### config.mk
export PLATFORM = sky130hd
export DESIGN_NAME = multi_delay_timer_flat
export DESIGN_NICKNAME = d
export VERILOG_FILES = /design/src/rtl/delay_pkg.sv /design/src/rtl/multi_delay_timer_if.sv /design/src/rtl/delay_chan.sv /design/src/rtl/multi_delay_timer.sv /design/src/flat_wrapper.sv
export SDC_FILE = /design/constraint.sdc
export NUM_CORES = 1
export LEC_CHECK = 0
export ABC_AREA = 1
export BUFFER_PORTS_ARGS = -buffer_cell sky130_fd_sc_hd__buf_2
export CAP_MARGIN = 20
export CORE_UTILIZATION = 60
export DETAILED_ROUTE_END_ITERATION = 6
export PLACE_DENSITY = 0.79
export SLEW_MARGIN = 5
export SYNTH_ARGS = -nofsm -noshare
export SYNTH_HDL_FRONTEND = slang
export SYNTH_SLANG_ARGS = --single-unit
### constraint.sdc
create_clock -name clk -period 4 [get_ports clk]
set_clock_uncertainty 0.2 [all_clocks]
set_input_delay 0.2 -clock clk [delete_from_list [all_inputs] [get_ports clk]]
set_output_delay 0.2 -clock clk [all_outputs]
set_load 0.02 [all_outputs]
### src/rtl/delay_pkg.sv
`default_nettype none
// ============================================================================
//  Module      : delay_pkg
//  Description : Shared types and constants for the multi-channel delay
//                timer: channel state encoding, mode encoding and the
//                legacy default counter width / reset period.
//  Revision    : 1.0 - initial release
// ============================================================================
package delay_pkg;

    // Channel state. The FSM stores states as fixed-width constants so the
    // register encoding stays stable for legacy netlists and formal scripts.
    typedef enum logic [0:0] {
        ST_IDLE = 1'b0,
        ST_RUN  = 1'b1
    } chan_state_e;

    localparam logic [0:0] c_st_idle = 1'b0;
    localparam logic [0:0] c_st_run  = 1'b1;

    // Channel mode bit
    localparam logic c_mode_oneshot  = 1'b0;
    localparam logic c_mode_periodic = 1'b1;

    // Legacy single-channel counter defaults
    localparam int c_def_cbits = 11;
    localparam int c_def_n_rst = 1250;

endpackage : delay_pkg
`default_nettype wire

### src/rtl/multi_delay_timer_if.sv
`default_nettype none
// ============================================================================
//  Module      : multi_delay_timer_if
//  Description : Control/status bundle of the multi-channel delay timer.
//                master : configuration/control side (drives cfg/start/stop)
//                slave  : the timer itself (drives sig/busy/flg/err)
//  Ports       : cfg_we, cfg_ch, cfg_period, cfg_periodic  - config write
//                start, stop                               - per-channel ctrl
//                sig, busy, flg, err                       - per-channel status
//  Revision    : 1.0 - initial release
// ============================================================================
interface multi_delay_timer_if #(
    parameter int NCH   = 4,
    parameter int CBITS = 11
);
    localparam int CHW = (NCH > 1) ? $clog2(NCH) : 1;

    logic             cfg_we;
    logic [CHW-1:0]   cfg_ch;
    logic [CBITS-1:0] cfg_period;
    logic             cfg_periodic;
    logic [NCH-1:0]   start;
    logic [NCH-1:0]   stop;
    logic [NCH-1:0]   sig;
    logic [NCH-1:0]   busy;
    logic [NCH-1:0]   flg;
    logic [NCH-1:0]   err;

    modport master (
        output cfg_we, cfg_ch, cfg_period, cfg_periodic, start, stop,
        input  sig, busy, flg, err
    );

    modport slave (
        input  cfg_we, cfg_ch, cfg_period, cfg_periodic, start, stop,
        output sig, busy, flg, err
    );

endinterface : multi_delay_timer_if
`default_nettype wire

### src/rtl/delay_chan.sv
`default_nettype none
// ============================================================================
//  Module      : delay_chan
//  Description : One programmable delay channel. Holds counter, period, mode
//                and IDLE/RUN state; raises o_sig while running with
//                cnt == period. Carries the per-channel safety assertions.
//  Ports       : clk, rst            - clock, async active-high reset
//                i_cfg_we            - config write aimed at this channel
//                i_cfg_period/mode   - new period / periodic bit
//                i_start, i_stop     - start/restart, stop requests
//                o_sig, o_busy       - expiry pulse, channel running
//                o_flg, o_err        - counting (cnt<period), cnt>period
//  Revision    : 1.0 - initial release
// ============================================================================
module delay_chan
    import delay_pkg::*;
#(
    parameter int CBITS = c_def_cbits,
    parameter int N_RST = c_def_n_rst
) (
    input  wire logic             clk,
    input  wire logic             rst,
    input  wire logic             i_cfg_we,
    input  wire logic [CBITS-1:0] i_cfg_period,
    input  wire logic             i_cfg_periodic,
    input  wire logic             i_start,
    input  wire logic             i_stop,
    output logic                  o_sig,
    output logic                  o_busy,
    output logic                  o_flg,
    output logic                  o_err
);

    localparam logic [CBITS-1:0] c_period_rst = CBITS'(N_RST);

    logic [0:0]       r_state;
    logic [CBITS-1:0] r_cnt;
    logic [CBITS-1:0] r_period;
    logic             r_periodic;

    // Any config write clears the counter, which keeps cnt <= period even
    // when the new period is shorter than the current count.
    always_ff @(posedge clk or posedge rst) begin
        if (rst) begin
            r_state    <= c_st_run;
            r_cnt      <= '0;
            r_period   <= c_period_rst;
            r_periodic <= c_mode_periodic;
        end else begin
            if (i_cfg_we) begin
                r_period   <= i_cfg_period;
                r_periodic <= i_cfg_periodic;
            end
            if (i_stop) begin
                r_state <= c_st_idle;
                r_cnt   <= '0;
            end else if (i_start || i_cfg_we) begin
                if (i_start) begin
                    r_state <= c_st_run;
                end
                r_cnt <= '0;
            end else if (r_state == c_st_run) begin
                if (r_cnt == r_period) begin
                    r_cnt <= '0;
                    if (r_periodic == c_mode_oneshot) begin
                        r_state <= c_st_idle;
                    end
                end else begin
                    r_cnt <= r_cnt + CBITS'(1);
                end
            end else begin
                r_cnt <= '0;
            end
        end
    end

    always_comb begin
        o_busy = (r_state == c_st_run);
        o_sig  = o_busy && (r_cnt == r_period);
        o_flg  = o_busy && (r_cnt <  r_period);
        o_err  = (r_cnt > r_period);
    end

    a_no_err: assert property (@(posedge clk) disable iff (rst) !o_err);
    a_sig_busy: assert property (@(posedge clk) disable iff (rst) o_sig |-> o_busy);
    a_flg_sig_excl: assert property (@(posedge clk) disable iff (rst) !(o_flg && o_sig));

endmodule : delay_chan
`default_nettype wire

### src/rtl/multi_delay_timer.sv
`default_nettype none
// ============================================================================
//  Module      : multi_delay_timer
//  Description : NCH independent programmable delay channels. Out of reset
//                every channel free-runs with period N_RST (legacy single
//                counter behaviour). The top only decodes cfg_ch into
//                per-channel write enables; writes to cfg_ch >= NCH are
//                ignored.
//  Ports       : clk  - clock (posedge)
//                rst  - asynchronous active-high reset
//                bus  - multi_delay_timer_if.slave control/status bundle
//  Revision    : 1.0 - initial release
// ============================================================================
module multi_delay_timer
    import delay_pkg::*;
#(
    parameter int NCH   = 4,
    parameter int CBITS = c_def_cbits,
    parameter int N_RST = c_def_n_rst
) (
    input  wire logic          clk,
    input  wire logic          rst,
    multi_delay_timer_if.slave bus
);

    logic [NCH-1:0] w_sig;
    logic [NCH-1:0] w_busy;
    logic [NCH-1:0] w_flg;
    logic [NCH-1:0] w_err;

    for (genvar gi = 0; gi < NCH; gi++) begin : g_chan
        logic w_we;

        // Out-of-range channel indices match no instance and are dropped.
        assign w_we = bus.cfg_we && (32'(bus.cfg_ch) == gi);

        delay_chan #(
            .CBITS (CBITS),
            .N_RST (N_RST)
        ) u_chan (
            .clk            (clk),
            .rst            (rst),
            .i_cfg_we       (w_we),
            .i_cfg_period   (bus.cfg_period),
            .i_cfg_periodic (bus.cfg_periodic),
            .i_start        (bus.start[gi]),
            .i_stop         (bus.stop[gi]),
            .o_sig          (w_sig[gi]),
            .o_busy         (w_busy[gi]),
            .o_flg          (w_flg[gi]),
            .o_err          (w_err[gi])
        );
    end

    assign bus.sig  = w_sig;
    assign bus.busy = w_busy;
    assign bus.flg  = w_flg;
    assign bus.err  = w_err;

endmodule : multi_delay_timer
`default_nettype wire

### src/flat_wrapper.sv
// flat-port wrapper written by rule: the top's interface ports become plain ports
module multi_delay_timer_flat import delay_pkg::*;
#(
    parameter int NCH   = 4,
    parameter int CBITS = c_def_cbits,
    parameter int N_RST = c_def_n_rst
)
  (clk, rst, bus_cfg_we, bus_cfg_ch, bus_cfg_period, bus_cfg_periodic, bus_start, bus_stop, bus_sig, bus_busy, bus_flg, bus_err);
  multi_delay_timer_if #(.NCH(NCH), .CBITS(CBITS)) bus_i ();
  input  wire logic clk;
  input  wire logic rst;
  input wire logic [$bits(bus_i.cfg_we)-1:0] bus_cfg_we;
  input wire logic [$bits(bus_i.cfg_ch)-1:0] bus_cfg_ch;
  input wire logic [$bits(bus_i.cfg_period)-1:0] bus_cfg_period;
  input wire logic [$bits(bus_i.cfg_periodic)-1:0] bus_cfg_periodic;
  input wire logic [$bits(bus_i.start)-1:0] bus_start;
  input wire logic [$bits(bus_i.stop)-1:0] bus_stop;
  output wire logic [$bits(bus_i.sig)-1:0] bus_sig;
  output wire logic [$bits(bus_i.busy)-1:0] bus_busy;
  output wire logic [$bits(bus_i.flg)-1:0] bus_flg;
  output wire logic [$bits(bus_i.err)-1:0] bus_err;
  assign bus_i.cfg_we = bus_cfg_we;
  assign bus_i.cfg_ch = bus_cfg_ch;
  assign bus_i.cfg_period = bus_cfg_period;
  assign bus_i.cfg_periodic = bus_cfg_periodic;
  assign bus_i.start = bus_start;
  assign bus_i.stop = bus_stop;
  assign bus_sig = bus_i.sig;
  assign bus_busy = bus_i.busy;
  assign bus_flg = bus_i.flg;
  assign bus_err = bus_i.err;
  multi_delay_timer #(.NCH(NCH), .CBITS(CBITS), .N_RST(N_RST)) u_core (.clk(clk), .rst(rst), .bus(bus_i));
endmodule
==> out/qor.csv <==
metric;value;unit
finalCriticalPeriod;2430;ps
clock_latency;360;ps
status;finished with violations;
cts_tree;built;
chipHeight;98.4;µm
htreeDepth;3;
swShare;29.4;%
synth_area;5580;µm²
port_buffers;40;
drt_iter0_drc;221;
crit_path_top_delay_cell;dfstp_2;
path_buf_inv;4;
dieArea;9690;µm²
multiInputGateArea;2490;µm²
area_growth;10.2;%
vdd_drop_max;0.230;mV
crit_chain;inv_1, ha_1, nand2_1, inv_1, nand2_1, nor2_1, nand2_1, nand3_1, nand2_1, inv_1, buf_2;
via_per_inst;5.01;
slew_headroom;41.3;%
io_pins;41;
cp_data_required_time;3600;ps
fin_tns_setup;0;ps
power.leakage;0.00323;µW
violations;DRC;
core_area;8850;µm²
dpl_cell_area;5780;µm²
p_clk_share;30.3;%
critPathTopFamily;simple AND/OR/NAND/NOR gates;
start_util;63.1;%
switchingPower;628;µW
firstDrtPassIters;7;
maxCapViolCount;0;
hold_violations;0;
max_freq;0.411;GHz
cp-end-kind;primary output;
cts_buffer_depth;2;
synth_nets;803;
rows;34;
antenna_cells;0;
antenna_found_initial;0;
slew_violations;0;
synth_cell_type_count;23;
grt_pass1_wl;19000;µm
hpwl;8390;µm
fin_nets;849;
netlist_instances;730;
yosys_warnings;0;
final_antenna_net_count;0;
cts_sinks;96;
grt_max_degree;53;
vias;4454;
power.internal;1510;µW
finalCritPeriodShare;60.8;%
grt_usage;24.7;%
synth_seq_cells;96;
critPathArrivalTime;2030;ps
clk_pin_slew;100;ps
worstHoldPathType;in -> reg;
critPathLaunchType;flip-flop;
setup_viol;0;
fillers;696;
avgRoutedWirePerCell;12.5;µm
grt_pass1_vias;4357;
combPwrFrac;16.8;%
die_w;98.4;µm
drc;5;
grt_setup_unrepaired;false;
crit_top_cell;nand2_1;
post_cts_buffers;0;
final_area;6150;µm²
synth-seq-area-share;43.7;%
slowest_delay;540;ps
crit_fanout;3;
p_seq_share;52.9;%
cts_root_buf;clkbuf_8;
final_util;69.5;%
regArea;2440;µm²
gp_congestion;0.828;
worst-setup-path-type;reg -> out;
worst_pin_slew;880;ps
syn-mean-instance-area;7.64;µm²
power.density;348;nW/µm²
final_layout_size_suffix_gt1_share;12.8;%
cts_made_buffers;9;
overflow;0;
routed_wl;11200;µm
[kinds of logic (layout without fill, tap and decap cells)]
group,after synthesis,after routing,synth area share (%)
and+or+nand+nor,338,338,24.6
buffers and inverters,159,210,11.8
DFF,96,96,43.7
AOI/OAI and AO/OA,72,72,6.55
adders and majority gates,48,48,10.8
xor gates and xnor gates,17,17,2.67
[power by group through the flow]
stage / combinational (µW) / sequential (µW) / clock (µW)
floorplan: 269 / 1130 / 0
global placement: 325 / 1150 / 0
detailed placement: 348 / 1150 / 0
CTS: 364 / 1130 / 654
global route: 420 / 1140 / 695
finish: 359 / 1130 / 649
[worst paths after layout]
| check | start | to | slack, ps | cells past startpoint |
|---|---|---|---|---|
| min in group asynchronous | rst | u_core.g_chan[3].u_chan.r_cnt[10] | 340 | 3 |
| hold / removal | bus_start[0] | u_core.g_chan[0].u_chan.o_busy | 7 | 3 |
| setup / recovery | u_core.g_chan[0].u_chan.r_period[6] | bus_err[0] | 1570 | 11 |
| setup reg to reg | u_core.g_chan[3].u_chan.r_period[10] | u_core.g_chan[3].u_chan.r_cnt[7] | 2030 | 9 |
| hold reg to reg | u_core.g_chan[1].u_chan.r_cnt[0] | u_core.g_chan[1].u_chan.r_cnt[0] | 290 | 1 |
| max in group asynchronous | rst | u_core.g_chan[0].u_chan.r_period[10] | 2370 | 4 |
[per-stage QoR]
stage	power (µW)	hold WS [ps]	std cells	setup WS [ps]
3_3_place_gp	1470	200	856	2050
6_report	2140	7.30	889	1570
5_1_grt	2260	21.1	889	1350
2_1_floorplan	1400	130	730	1140
4_1_cts	2150	0.696	889	1560
3_5_place_dp	1500	215	856	1960
[layout make-up]
cell class              instances  area share, %
clock buffers                  10           2.08
clock inverters                 6           1.10
inverters                     135           8.26
multi-input cells             475           40.4
flip-flops and latches         96           39.6
well taps                     108           2.20
repair buffers                 59           6.27
[synthesized netlist by cell type]
master | count | share of area [%]
buf_4 | 16 | 2.2
nand3_2 | 4 | 0.72
o21bai_1 | 1 | 0.13
nor2_1 | 98 | 6.6
dfstp_2 | 28 | 13
and3_1 | 1 | 0.11
dfrtp_1 | 68 | 30
nand3_1 | 23 | 2.1
inv_1 | 130 | 8.7
a31oi_1 | 2 | 0.22
a21oi_1 | 17 | 1.5
ha_1 | 48 | 11
nand4_1 | 4 | 0.45
nor2_2 | 3 | 0.34
xor2_1 | 10 | 1.6
o21ai_0 | 52 | 4.7
nand2_1 | 194 | 13
nand2_2 | 2 | 0.22
clkbuf_1 | 8 | 0.54
xnor2_1 | 7 | 1.1
nand3b_1 | 5 | 0.67
nor3_1 | 4 | 0.36
inv_2 | 5 | 0.34
[layout by cell type (no fill, tap or decap), drive strengths merged]
cell         count
nor2           101
nand3           27
ha              48
xor2            10
nand3b           5
clkinv           3
xnor2            7
clkinvlp         2
dlygate4sd3     17
dfstp           28
a21oi           17
o21bai           1
o21ai           52
bufinv           1
nand2          196
buf             42
nand4            4
and3             1
dfrtp           68
inv            135
a31oi            2
nor3             4
clkbuf          10
[per-layer routing]
layer | vias up | track usage, % | wire, µm
li1 | 2306 | - | -
met1 | 2064 | 31.2 | 5080
met2 | 68 | 44.1 | 5540
met3 | 16 | 2.91 | 358
met4 | 0 | 8.84 | 168
met5 | - | 0 | 0
[flip-flops by register name (all words and copies together), names as in the netlist]
name	flops
u_core.g_chan.u_chan.r_period	44
u_core.g_chan.u_chan.r_cnt	44
u_core.g_chan.u_chan.o_busy	4
u_core.g_chan.u_chan.r_periodic	4
[what timing repair did]
action	in CTS	in global routing
resized for setup	0	0
hold buffers	17	0
endpoints found under the hold margin	68	0
[worst min-delay path: stages]
cell and delay, ps:
buf_2 110, o21ai_0 200, a31oi_1 60
(Power assumes the default switching activity.)
